**src/rtl/data_mem_arbiter.sv**
```systemverilog
// Round-robin arbiter sharing one single-port synchronous data RAM among N_CORES cores.
// Each granted access takes three cycles: grant/latch, RAM strobe, then response with done.
module data_mem_arbiter #(
  parameter int N_CORES = 16,
  parameter int ADDR_W  = 16,
  parameter int DATA_W  = 16
) (
  input  logic                        clock,
  input  logic                        reset,
  input  logic [2*N_CORES-1:0]        ctrl_flat,
  input  logic [ADDR_W*N_CORES-1:0]   addr_flat,
  input  logic [DATA_W*N_CORES-1:0]   wdata_flat,
  output logic [N_CORES-1:0]          done,
  output logic [DATA_W-1:0]           rdata,
  output logic [N_CORES-1:0]          grant,
  output logic                        busy,
  output logic                        mem_en,
  output logic                        mem_we,
  output logic [ADDR_W-1:0]           mem_addr,
  output logic [DATA_W-1:0]           mem_wdata,
  input  logic [DATA_W-1:0]           mem_rdata
);

  localparam int IDX_W = (N_CORES > 1) ? $clog2(N_CORES) : 1;
  localparam logic [IDX_W:0] NC = (IDX_W+1)'(N_CORES);
  localparam logic [IDX_W-1:0] PTR_RST = IDX_W'(N_CORES - 1);
  localparam logic [N_CORES-1:0] ONE_HOT0 = {{(N_CORES-1){1'b0}}, 1'b1};

  localparam logic [1:0] S_IDLE   = 2'd0;
  localparam logic [1:0] S_ACCESS = 2'd1;
  localparam logic [1:0] S_RESP   = 2'd2;

  logic [1:0]         r_state;
  logic [IDX_W-1:0]   r_ptr;
  logic [IDX_W-1:0]   r_idx;
  logic               r_op_wr;
  logic [N_CORES-1:0] r_done;
  logic [N_CORES-1:0] r_grant;
  logic [DATA_W-1:0]  r_rdata;
  logic [ADDR_W-1:0]  r_mem_addr;
  logic [DATA_W-1:0]  r_mem_wdata;

  logic [N_CORES-1:0] w_req;
  logic [1:0]         w_ctrl  [N_CORES];
  logic [ADDR_W-1:0]  w_addr  [N_CORES];
  logic [DATA_W-1:0]  w_wdata [N_CORES];
  logic               w_found;
  logic [IDX_W-1:0]   w_sel;

  // A core whose done pulse is visible this cycle is masked so it cannot be re-granted at once.
  for (genvar gi = 0; gi < N_CORES; gi++) begin : g_unpack
    assign w_ctrl[gi]  = ctrl_flat[2*gi +: 2];
    assign w_addr[gi]  = addr_flat[ADDR_W*gi +: ADDR_W];
    assign w_wdata[gi] = wdata_flat[DATA_W*gi +: DATA_W];
    assign w_req[gi]   = ((w_ctrl[gi] == 2'b01) || (w_ctrl[gi] == 2'b10)) && !r_done[gi];
  end

  // First requester searching upward from r_ptr+1, wrapping at N_CORES-1.
  always_comb begin
    logic [IDX_W:0] v_sum;
    w_found = 1'b0;
    w_sel   = '0;
    v_sum   = '0;
    for (int k = 1; k <= N_CORES; k++) begin
      v_sum = {1'b0, r_ptr} + (IDX_W+1)'(k);
      if (v_sum >= NC) v_sum = v_sum - NC;
      if (!w_found && w_req[v_sum[IDX_W-1:0]]) begin
        w_found = 1'b1;
        w_sel   = v_sum[IDX_W-1:0];
      end
    end
  end

  always_ff @(posedge clock) begin
    if (reset) begin
      r_state     <= S_IDLE;
      r_ptr       <= PTR_RST;
      r_idx       <= '0;
      r_op_wr     <= 1'b0;
      r_done      <= '0;
      r_grant     <= '0;
      r_rdata     <= '0;
      r_mem_addr  <= '0;
      r_mem_wdata <= '0;
    end else begin
      r_done <= '0;
      case (r_state)
        S_IDLE: begin
          if (w_found) begin
            r_idx       <= w_sel;
            r_ptr       <= w_sel;
            r_op_wr     <= (w_ctrl[w_sel] == 2'b10);
            r_grant     <= ONE_HOT0 << w_sel;
            r_mem_addr  <= w_addr[w_sel];
            r_mem_wdata <= w_wdata[w_sel];
            r_state     <= S_ACCESS;
          end
        end
        S_ACCESS: r_state <= S_RESP;
        S_RESP: begin
          if (!r_op_wr) r_rdata <= mem_rdata;
          r_done[r_idx] <= 1'b1;
          r_grant       <= '0;
          r_state       <= S_IDLE;
        end
        default: r_state <= S_IDLE;
      endcase
    end
  end

  assign done      = r_done;
  assign rdata     = r_rdata;
  assign grant     = r_grant;
  assign busy      = (r_state != S_IDLE);
  assign mem_en    = (r_state == S_ACCESS);
  assign mem_we    = mem_en && r_op_wr;
  assign mem_addr  = r_mem_addr;
  assign mem_wdata = r_mem_wdata;

endmodule

```
**config.mk**
```make
export PLATFORM = sky130hd
export DESIGN_NAME = data_mem_arbiter
export DESIGN_NICKNAME = d
export VERILOG_FILES = /design/src/rtl/data_mem_arbiter.sv
export SDC_FILE = /design/constraint.sdc
export NUM_CORES = 1
export LEC_CHECK = 0
export CAP_MARGIN = 20
export CORE_AREA = 4 4 248 250
export DETAILED_ROUTE_END_ITERATION = 10
export DIE_AREA = 0 0 252 254
export SLEW_MARGIN = 20
export SYNTH_ARGS = -nofsm -noshare
export SYNTH_HDL_FRONTEND = slang
export SYNTH_SLANG_ARGS = --single-unit
```
**constraint.sdc**
```tcl
create_clock -name clock -period 6.05 [get_ports clock]
set_input_delay 1.21 -clock clock [delete_from_list [all_inputs] [get_ports clock]]
set_output_delay 1.21 -clock clock [all_outputs]
set_load 0.01 [all_outputs]
```
==> results of run 1 <==
per-stage QoR:
stage | hold slack [ns] | utilization [%] | std cells
floorplan | 0.463 | - | 1177
global placement | 0.442 | 32.4 | 2681
detailed placement | 0.448 | 32.4 | 2681
CTS | 0.458 | 33.0 | 2697
global route | 0.478 | 33.1 | 2709
finish | 0.454 | 33.1 | 2718
state kept, by name (all words and copies together), names as in the netlist:
signal / cells
mem_wdata: 16
r_ptr: 4
grant: 16
r_idx: 4
r_op_wr: 1
done: 16
rdata: 16
mem_addr: 16
r_state: 2
cell families after synthesis:
family                     after synthesis  synth area share (%)
AOI/OAI and AO/OA                      293                  21.2
xor gates and xnor gates                35                  3.02
adders and majority gates                7                 0.823
buffers and inverters                  127                  6.79
DFF                                     91                  17.1
muxes                                  198                  31.1
and+or+nand+nor                        426                  19.9
synth_stat cells (6+ instances only):
cell and n:
sky130_fd_sc_hd__nand2_1 133, sky130_fd_sc_hd__mux4_2 105, sky130_fd_sc_hd__nor2_1 103, sky130_fd_sc_hd__dfxtp_1 91, sky130_fd_sc_hd__mux2i_1 86, sky130_fd_sc_hd__clkbuf_1 46, sky130_fd_sc_hd__a21oi_1 44, sky130_fd_sc_hd__nand3_1 43
sky130_fd_sc_hd__a31oi_1 36, sky130_fd_sc_hd__a22o_1 35, sky130_fd_sc_hd__nor3_1 34, sky130_fd_sc_hd__a311oi_1 31, sky130_fd_sc_hd__buf_2 27, sky130_fd_sc_hd__a22oi_1 23, sky130_fd_sc_hd__xnor2_1 22, sky130_fd_sc_hd__nor4_1 21
sky130_fd_sc_hd__buf_6 19, sky130_fd_sc_hd__inv_1 19, sky130_fd_sc_hd__nand2b_1 14, sky130_fd_sc_hd__or2_2 14, sky130_fd_sc_hd__o32ai_1 13, sky130_fd_sc_hd__xor2_1 11, sky130_fd_sc_hd__a32oi_1 10, sky130_fd_sc_hd__nor2b_1 10
sky130_fd_sc_hd__a211oi_1 8, sky130_fd_sc_hd__and2_1 7, sky130_fd_sc_hd__ha_1 7, sky130_fd_sc_hd__mux2_2 7, sky130_fd_sc_hd__o22ai_1 7, sky130_fd_sc_hd__o311ai_0 7, sky130_fd_sc_hd__o32a_1 7, sky130_fd_sc_hd__or4_1 7
sky130_fd_sc_hd__a21o_1 6, sky130_fd_sc_hd__a311o_1 6, sky130_fd_sc_hd__nor3b_1 6, sky130_fd_sc_hd__o21ai_0 6, sky130_fd_sc_hd__or2_1 6
per-layer routing:
metal,global-route usage [%],share of wire [%],up-vias
met3,10.1,12,123
met2,37.2,43,839
met5,0,0.20,-
met4,9.16,3.4,26
met1,32.4,41,6778
li1,-,-,6156
critical path, cell delays in order:
cell	delay (ns)
sky130_fd_sc_hd__clkdlybuf4s50_1	0.49
sky130_fd_sc_hd__xor2_1	0.38
sky130_fd_sc_hd__a32oi_1	0.28
sky130_fd_sc_hd__mux2_2	0.33
sky130_fd_sc_hd__mux4_2	0.57
sky130_fd_sc_hd__or4_1	0.43
sky130_fd_sc_hd__a211oi_1	0.29
sky130_fd_sc_hd__o32ai_1	0.15
sky130_fd_sc_hd__a22o_1	0.25
sky130_fd_sc_hd__a22oi_4	0.37
sky130_fd_sc_hd__buf_12	0.22
sky130_fd_sc_hd__buf_4	0.14
sky130_fd_sc_hd__mux4_2	0.27
sky130_fd_sc_hd__a22o_1	0.20
sky130_fd_sc_hd__a31oi_1	0.32
sky130_fd_sc_hd__a311oi_1	0.16
final cells by class:
cell class,count,share of cell area (%)
multi-input cells,959,41.9
repair buffers,836,41.4
flip-flops and latches,91,9.32
well taps,773,4.95
clock buffers,10,1.22
clock inverters,6,0.493
inverters,22,0.422
diodes,21,0.269
how the worst min path moves through the flow:
stage                           from               endpoint  slack, ns  cells after the start
6_report       rdata[7]$_SDFFE_PP0P_  rdata[7]$_SDFFE_PP0P_       0.45                      2
5_1_grt        rdata[8]$_SDFFE_PP0P_  rdata[8]$_SDFFE_PP0P_       0.48                      2
4_1_cts        rdata[7]$_SDFFE_PP0P_  rdata[7]$_SDFFE_PP0P_       0.46                      2
3_5_place_dp   rdata[7]$_SDFFE_PP0P_  rdata[7]$_SDFFE_PP0P_       0.45                      2
3_3_place_gp   rdata[4]$_SDFFE_PP0P_  rdata[4]$_SDFFE_PP0P_       0.44                      2
2_1_floorplan  r_idx[0]$_SDFFE_PP0P_  r_idx[0]$_SDFFE_PP0P_       0.46                      2
cell usage in the layout (no fill, tap or decap), types with 35 or more instances in the layout:
cell,synthesis,routed
sky130_fd_sc_hd__nand2_1,133,133
sky130_fd_sc_hd__buf_4,5,176
sky130_fd_sc_hd__a22o_1,35,35
sky130_fd_sc_hd__dfxtp_1,91,91
sky130_fd_sc_hd__a31oi_1,36,36
sky130_fd_sc_hd__mux2i_1,86,86
sky130_fd_sc_hd__nand3_1,43,43
sky130_fd_sc_hd__a21oi_1,44,42
sky130_fd_sc_hd__clkdlybuf4s50_1,0,643
sky130_fd_sc_hd__nor2_1,103,103
sky130_fd_sc_hd__mux4_2,105,105
what timing repair did:
action,in CTS,in global routing
resized for setup,0,5
hold buffers,0,0
endpoints found under the setup margin,0,18
==> metrics.txt, run 1 <==
status=finished clean; Critical Path Source Type=primary input; worst r2r path cells=19; number of instances in the synthesized netlist=1177; RePlAce Congestion=1.01; Post-synth EDFFs=0; detailed-route DRC error count=0; highest attainable clock frequency=170 MHz; CTS root buffer=sky130_fd_sc_hd__clkbuf_16; Seq. cell area=0.00182 sq mm; Ports=645; post-synthesis cell area=0.0106 sq mm; maximum number of pins on one net before global-route repair=79; via count of the routed design=13922; Min Clock Period, post-route=5.89 ns; clock latency on the worst-skew pair=0.37 ns; share of async-settable or async-resettable flops after synthesis=0%; I/O Buffers=644; worst min path class=reg -> reg; part of the Yosys area used for sequential elements=17.1%; Nets=2488; initial core utilization=18.0%; number of violations reported at the end of detailed-routing iteration 0=1649; row count=89; post-detailed-routing wire length=83.8 mm; cell area after placement=0.0191 sq mm; number of buffers inserted by post-CTS setup repair=0; antenna violations before repair=61; synthesized area per cell=9.04 sq um; worst setup path endpoint=mem_addr[6]$_SDFFE_PP0P_; Ys Warns=0; Die Wd=252 um; H-tree depth reported by CTS=3; Die Ht=254 um; top cells by area, synth=sky130_fd_sc_hd__mux4_2 (22%), sky130_fd_sc_hd__dfxtp_1 (17%), sky130_fd_sc_hd__mux2i_1 (8.1%); unrepaired setup endpoints after global routing=no; clock tree skew after final layout=0.0182 ns; Period Utilization, post-route=97.4%; worst setup slack for register-to-register paths=0.31 ns; filler cell count=6076; final critical-path setup slack=0.160 ns; cell area after layout=0.0195 sq mm; 1st-pass router iterations=5; number of max-cap violations=0; data required time of the critical path=6.25 ns; post-placement setup slack=-0.236 ns; core area=0.0590 sq mm; number of distinct library cells after synthesis=86; wire length of the first global-routing pass=112 mm; CTS clock-pin slew for the worst setup and hold paths=0.08 ns; sum of overflow across all layers after global routing=0; share of the synthesized area in the top cell type=22.2%; per-cell routed wire length=30.8 um; top flip-flop cell by instance count after synthesis=sky130_fd_sc_hd__dfxtp_1; Setup CP Type=in -> reg; fraction of layout instances using a drive strength above 1=19.4%; CTS tree=yes; headroom to the max-slew limit=30.6%; die footprint=0.0640 sq mm; number of buffers on the longest clock path=2; count of nets left with antenna violations after detail routing=0; summed negative setup slack over all endpoints=0 ns; # setup viols final=0; number of hold violations in the final report=0; via count of the first global-routing pass=13980; capture point of the worst reg-to-reg path=mem_addr[6]$_SDFFE_PP0P_; dominant cell type by area after synthesis=sky130_fd_sc_hd__mux4_2; launch instance of the worst register-to-register path=r_ptr[0]$_SDFFE_PP1P_; total CTS buffers=9; worst-path maximum fanout=17; post-DP HPWL=72.8 mm; net count after synthesis=1746; slew of the pin with the lowest slew margin=1.04 ns; startpoint of the worst setup timing path=ctrl_flat[21]; number of pins with negative max-slew slack in the final report=0; CTS sink cnt=91; CP Data Arrival Time=6.09 ns; total routing resource utilization after global routing=24.9%; Critical Path Sink Type=flip-flop; area of the multi-input gates=0.00819 sq mm; Layout Area Growth over Synthesis=83.8%; FF+latch count, synth=91; per-cell via count in the routed design=5.12
Power of run 1 is left out: the tool's default activity adds up to more than one toggle a clock period on the data nets, which glitch-free logic cannot reach.
==> inputs of run 2 (changes only) <==
--- a/config.mk
+++ b/config.mk
@@ -6,9 +6,11 @@
 export NUM_CORES = 1
 export LEC_CHECK = 0
 export CAP_MARGIN = 20
-export CORE_AREA = 4 4 248 250
+export CORE_AREA = 4 4 246 248
 export DETAILED_ROUTE_END_ITERATION = 10
-export DIE_AREA = 0 0 252 254
+export DIE_AREA = 0 0 250 252
+export SETUP_SLACK_MARGIN = 0.1
+export SKIP_LAST_GASP = 1
 export SLEW_MARGIN = 20
 export SYNTH_ARGS = -nofsm -noshare
 export SYNTH_HDL_FRONTEND = slang
==> constraint.sdc (replaced) <==
create_clock -name clock -period 7.3 [get_ports clock]
set_input_delay 1.46 -clock clock [delete_from_list [all_inputs] [get_ports clock]]
set_output_delay 1.46 -clock clock [all_outputs]
set_load 0.01 [all_outputs]
==> run 2 against run 1 <==
  * Final cell count is 1.4% lower
  * Register-to-register slack better by 1.3 ns
  * Clock skew up 0.0057 ns
  * Design area is 1.8% lower
  * Largest cell class unchanged
==> metrics.txt, run 2 (synthesis results as in run 1) <==
status=finished clean; per-cell routed wire length=30.5 um (-1.2%); hold wc startpoint=rdata[11]$_SDFFE_PP0P_; worst min path class=reg -> reg; post-placement setup slack=0.437 ns (+0.674 ns); via count of the routed design=13833 (-0.64%); Worst Path Buf+Inv=4 (+1); number of buffers on the longest clock path=2 (unchanged); die footprint=0.0630 sq mm (-1.6%); maximum number of pins on one net before global-route repair=79 (unchanged); sum of overflow across all layers after global routing=0 (unchanged); highest attainable clock frequency=152 MHz; headroom to the max-slew limit=22.1% (-8.5 points); fraction of layout instances using a drive strength above 1=17.4% (-2.0 points); Critical Path Source Type=primary input; Setup CP Type=in -> reg; number of violations reported at the end of detailed-routing iteration 0=1505 (-8.7%); total routing resource utilization after global routing=24.6% (-0.34 points); Critical Path, Cell by Cell=clkdlybuf4s50_1 -> xnor2_1 -> o32ai_1 -> mux2_2 -> mux4_2 -> a211oi_2 -> nand4_4 -> nor4b_2 -> nand2_1 -> a22oi_4 -> buf_12 -> buf_12 -> buf_4 -> mux4_2 -> a31oi_1 -> a311oi_1; total CTS buffers=9 (unchanged); most frequent cells in the layout=sky130_fd_sc_hd__clkdlybuf4s50_1 (643), sky130_fd_sc_hd__buf_4 (134), sky130_fd_sc_hd__nand2_1 (133); wire length of the first global-routing pass=110 mm (-1.5%); cell area after placement=0.0189 sq mm (-1.4%); detailed-route DRC error count=0 (unchanged); Die Wd=250 um (-0.79%); capture point of the worst reg-to-reg path=mem_addr[14]$_SDFFE_PP0P_; number of buffers inserted by post-CTS setup repair=0 (unchanged); count of nets left with antenna violations after detail routing=0 (unchanged); CP Data Arrival Time=6.79 ns (+0.70 ns); worst-path maximum fanout=21 (+4); via count of the first global-routing pass=13878 (-0.73%); data required time of the critical path=7.52 ns (+1.27 ns); number of max-cap violations=0 (unchanged); CTS sink cnt=91 (unchanged); startpoint of the worst setup timing path=ctrl_flat[15]; post-DP HPWL=70.7 mm (-2.9%); slew of the pin with the lowest slew margin=1.17 ns (+0.131 ns); most common cell after layout, fill and taps aside=sky130_fd_sc_hd__clkdlybuf4s50_1; core area=0.0585 sq mm (-0.94%); row count=89 (unchanged); antenna violations before repair=63 (+3.3%); post-detailed-routing wire length=81.7 mm (-2.6%); Ports=645 (unchanged); Period Utilization, post-route=90.0%; filler cell count=6055 (-0.35%); clock tree skew after final layout=0.0239 ns (+0.00569 ns); Min Clock Period, post-route=6.57 ns; Layout Area Growth over Synthesis=80.4%; I/O Buffers=644 (unchanged); Die Ht=252 um (-0.79%); Crit-path slowest cell=sky130_fd_sc_hd__xnor2_1; worst setup path endpoint=mem_addr[14]$_SDFFE_PP0P_; worst r2r path cells=16 (-3); Hold-fix buffers, CTS=0 (unchanged); worst setup slack for register-to-register paths=1.56 ns (+1.25 ns); # resized after CTS=0 (unchanged); number of pins with negative max-slew slack in the final report=0 (unchanged); # setup viols final=0 (unchanged); launch instance of the worst register-to-register path=r_ptr[2]$_SDFFE_PP1P_; unrepaired setup endpoints after global routing=no; logic depth of the worst path, buffers included=16 (unchanged); CTS tree=yes; number of hold violations in the final report=0 (unchanged); H-tree depth reported by CTS=3 (unchanged); clock latency on the worst-skew pair=0.37 ns (about the same); Nets=2449 (-1.6%); 1st-pass router iterations=5 (unchanged); RePlAce Congestion=0.994 (-1.3%); crit-path leading delay family=compound AO/OA/AOI/OAI gates; initial core utilization=18.2% (+0.17 points); CTS clock-pin slew for the worst setup and hold paths=0.09 ns (about the same); per-cell via count in the routed design=5.16 (+0.81%); summed negative setup slack over all endpoints=0 ns (unchanged); CTS root buffer=sky130_fd_sc_hd__clkbuf_16; delay of the slowest cell on the worst path=0.66 ns (+0.09 ns); cell area after layout=0.0192 sq mm (-1.8%); final-layout worst hold slack=0.457 ns (+0.00263 ns); final critical-path setup slack=0.729 ns (+0.569 ns); Critical Path Sink Type=flip-flop
[run 2: worst register-to-register path, stage by stage, from the launching register on]
cell                       delay, ns
sky130_fd_sc_hd__dfxtp_1        0.69
sky130_fd_sc_hd__ha_1           0.37
sky130_fd_sc_hd__nand2_1        0.09
sky130_fd_sc_hd__xnor2_1        0.75
sky130_fd_sc_hd__mux4_2         0.43
sky130_fd_sc_hd__or2_2          0.36
sky130_fd_sc_hd__a21boi_0       0.37
sky130_fd_sc_hd__nand4_4        0.17
sky130_fd_sc_hd__nor4b_2        0.41
sky130_fd_sc_hd__nand2_1        0.15
sky130_fd_sc_hd__a22oi_4        0.33
sky130_fd_sc_hd__buf_12         0.24
sky130_fd_sc_hd__buf_12         0.22
sky130_fd_sc_hd__buf_4          0.15
sky130_fd_sc_hd__mux4_2         0.31
sky130_fd_sc_hd__a31oi_1        0.40
sky130_fd_sc_hd__a311oi_1       0.16
[run 2: how the worst min path moves through the flow]
stage | cells after the start | end
floorplan | 2 | r_idx[0]$_SDFFE_PP0P_
global placement | 2 | rdata[10]$_SDFFE_PP0P_
detailed placement | 2 | rdata[4]$_SDFFE_PP0P_
CTS | 2 | rdata[4]$_SDFFE_PP0P_
global route | 2 | rdata[4]$_SDFFE_PP0P_
finish | 2 | rdata[11]$_SDFFE_PP0P_
[run 2: routing by layer]
| metal | GRT usage (%) | vias up | routed length [um] |
|---|---|---|---|
| li1 | - | 6085 | - |
| met1 | 32.1 | 6746 | 34100 |
| met2 | 36.7 | 847 | 34800 |
| met3 | 11.0 | 119 | 10100 |
| met4 | 7.40 | 36 | 2490 |
| met5 | 0 | - | 218 |
[run 2: area by class of cell]
cell class	instances	area, sq um	area share, %
Multi-Input combinational cell	959	8150	42.5
Timing Repair Buffer	797	7840	40.9
Sequential cell	91	1820	9.49
Tap cell	773	967	5.04
Clock buffer	9	225	1.17
Inverter	22	82.6	0.430
Antenna cell	22	55.1	0.287
Clock inverter	6	48.8	0.254
[run 2: through the flow]
| step | util (%) | cells |
|---|---|---|
| 4_1_cts | 32.7 | 2656 |
| 3_3_place_gp | 32.2 | 2641 |
| 5_1_grt | 32.8 | 2664 |
| 6_report | 32.8 | 2679 |
| 2_1_floorplan | - | 1177 |
| 3_5_place_dp | 32.2 | 2641 |
Power of run 2 is left out for the same reason.
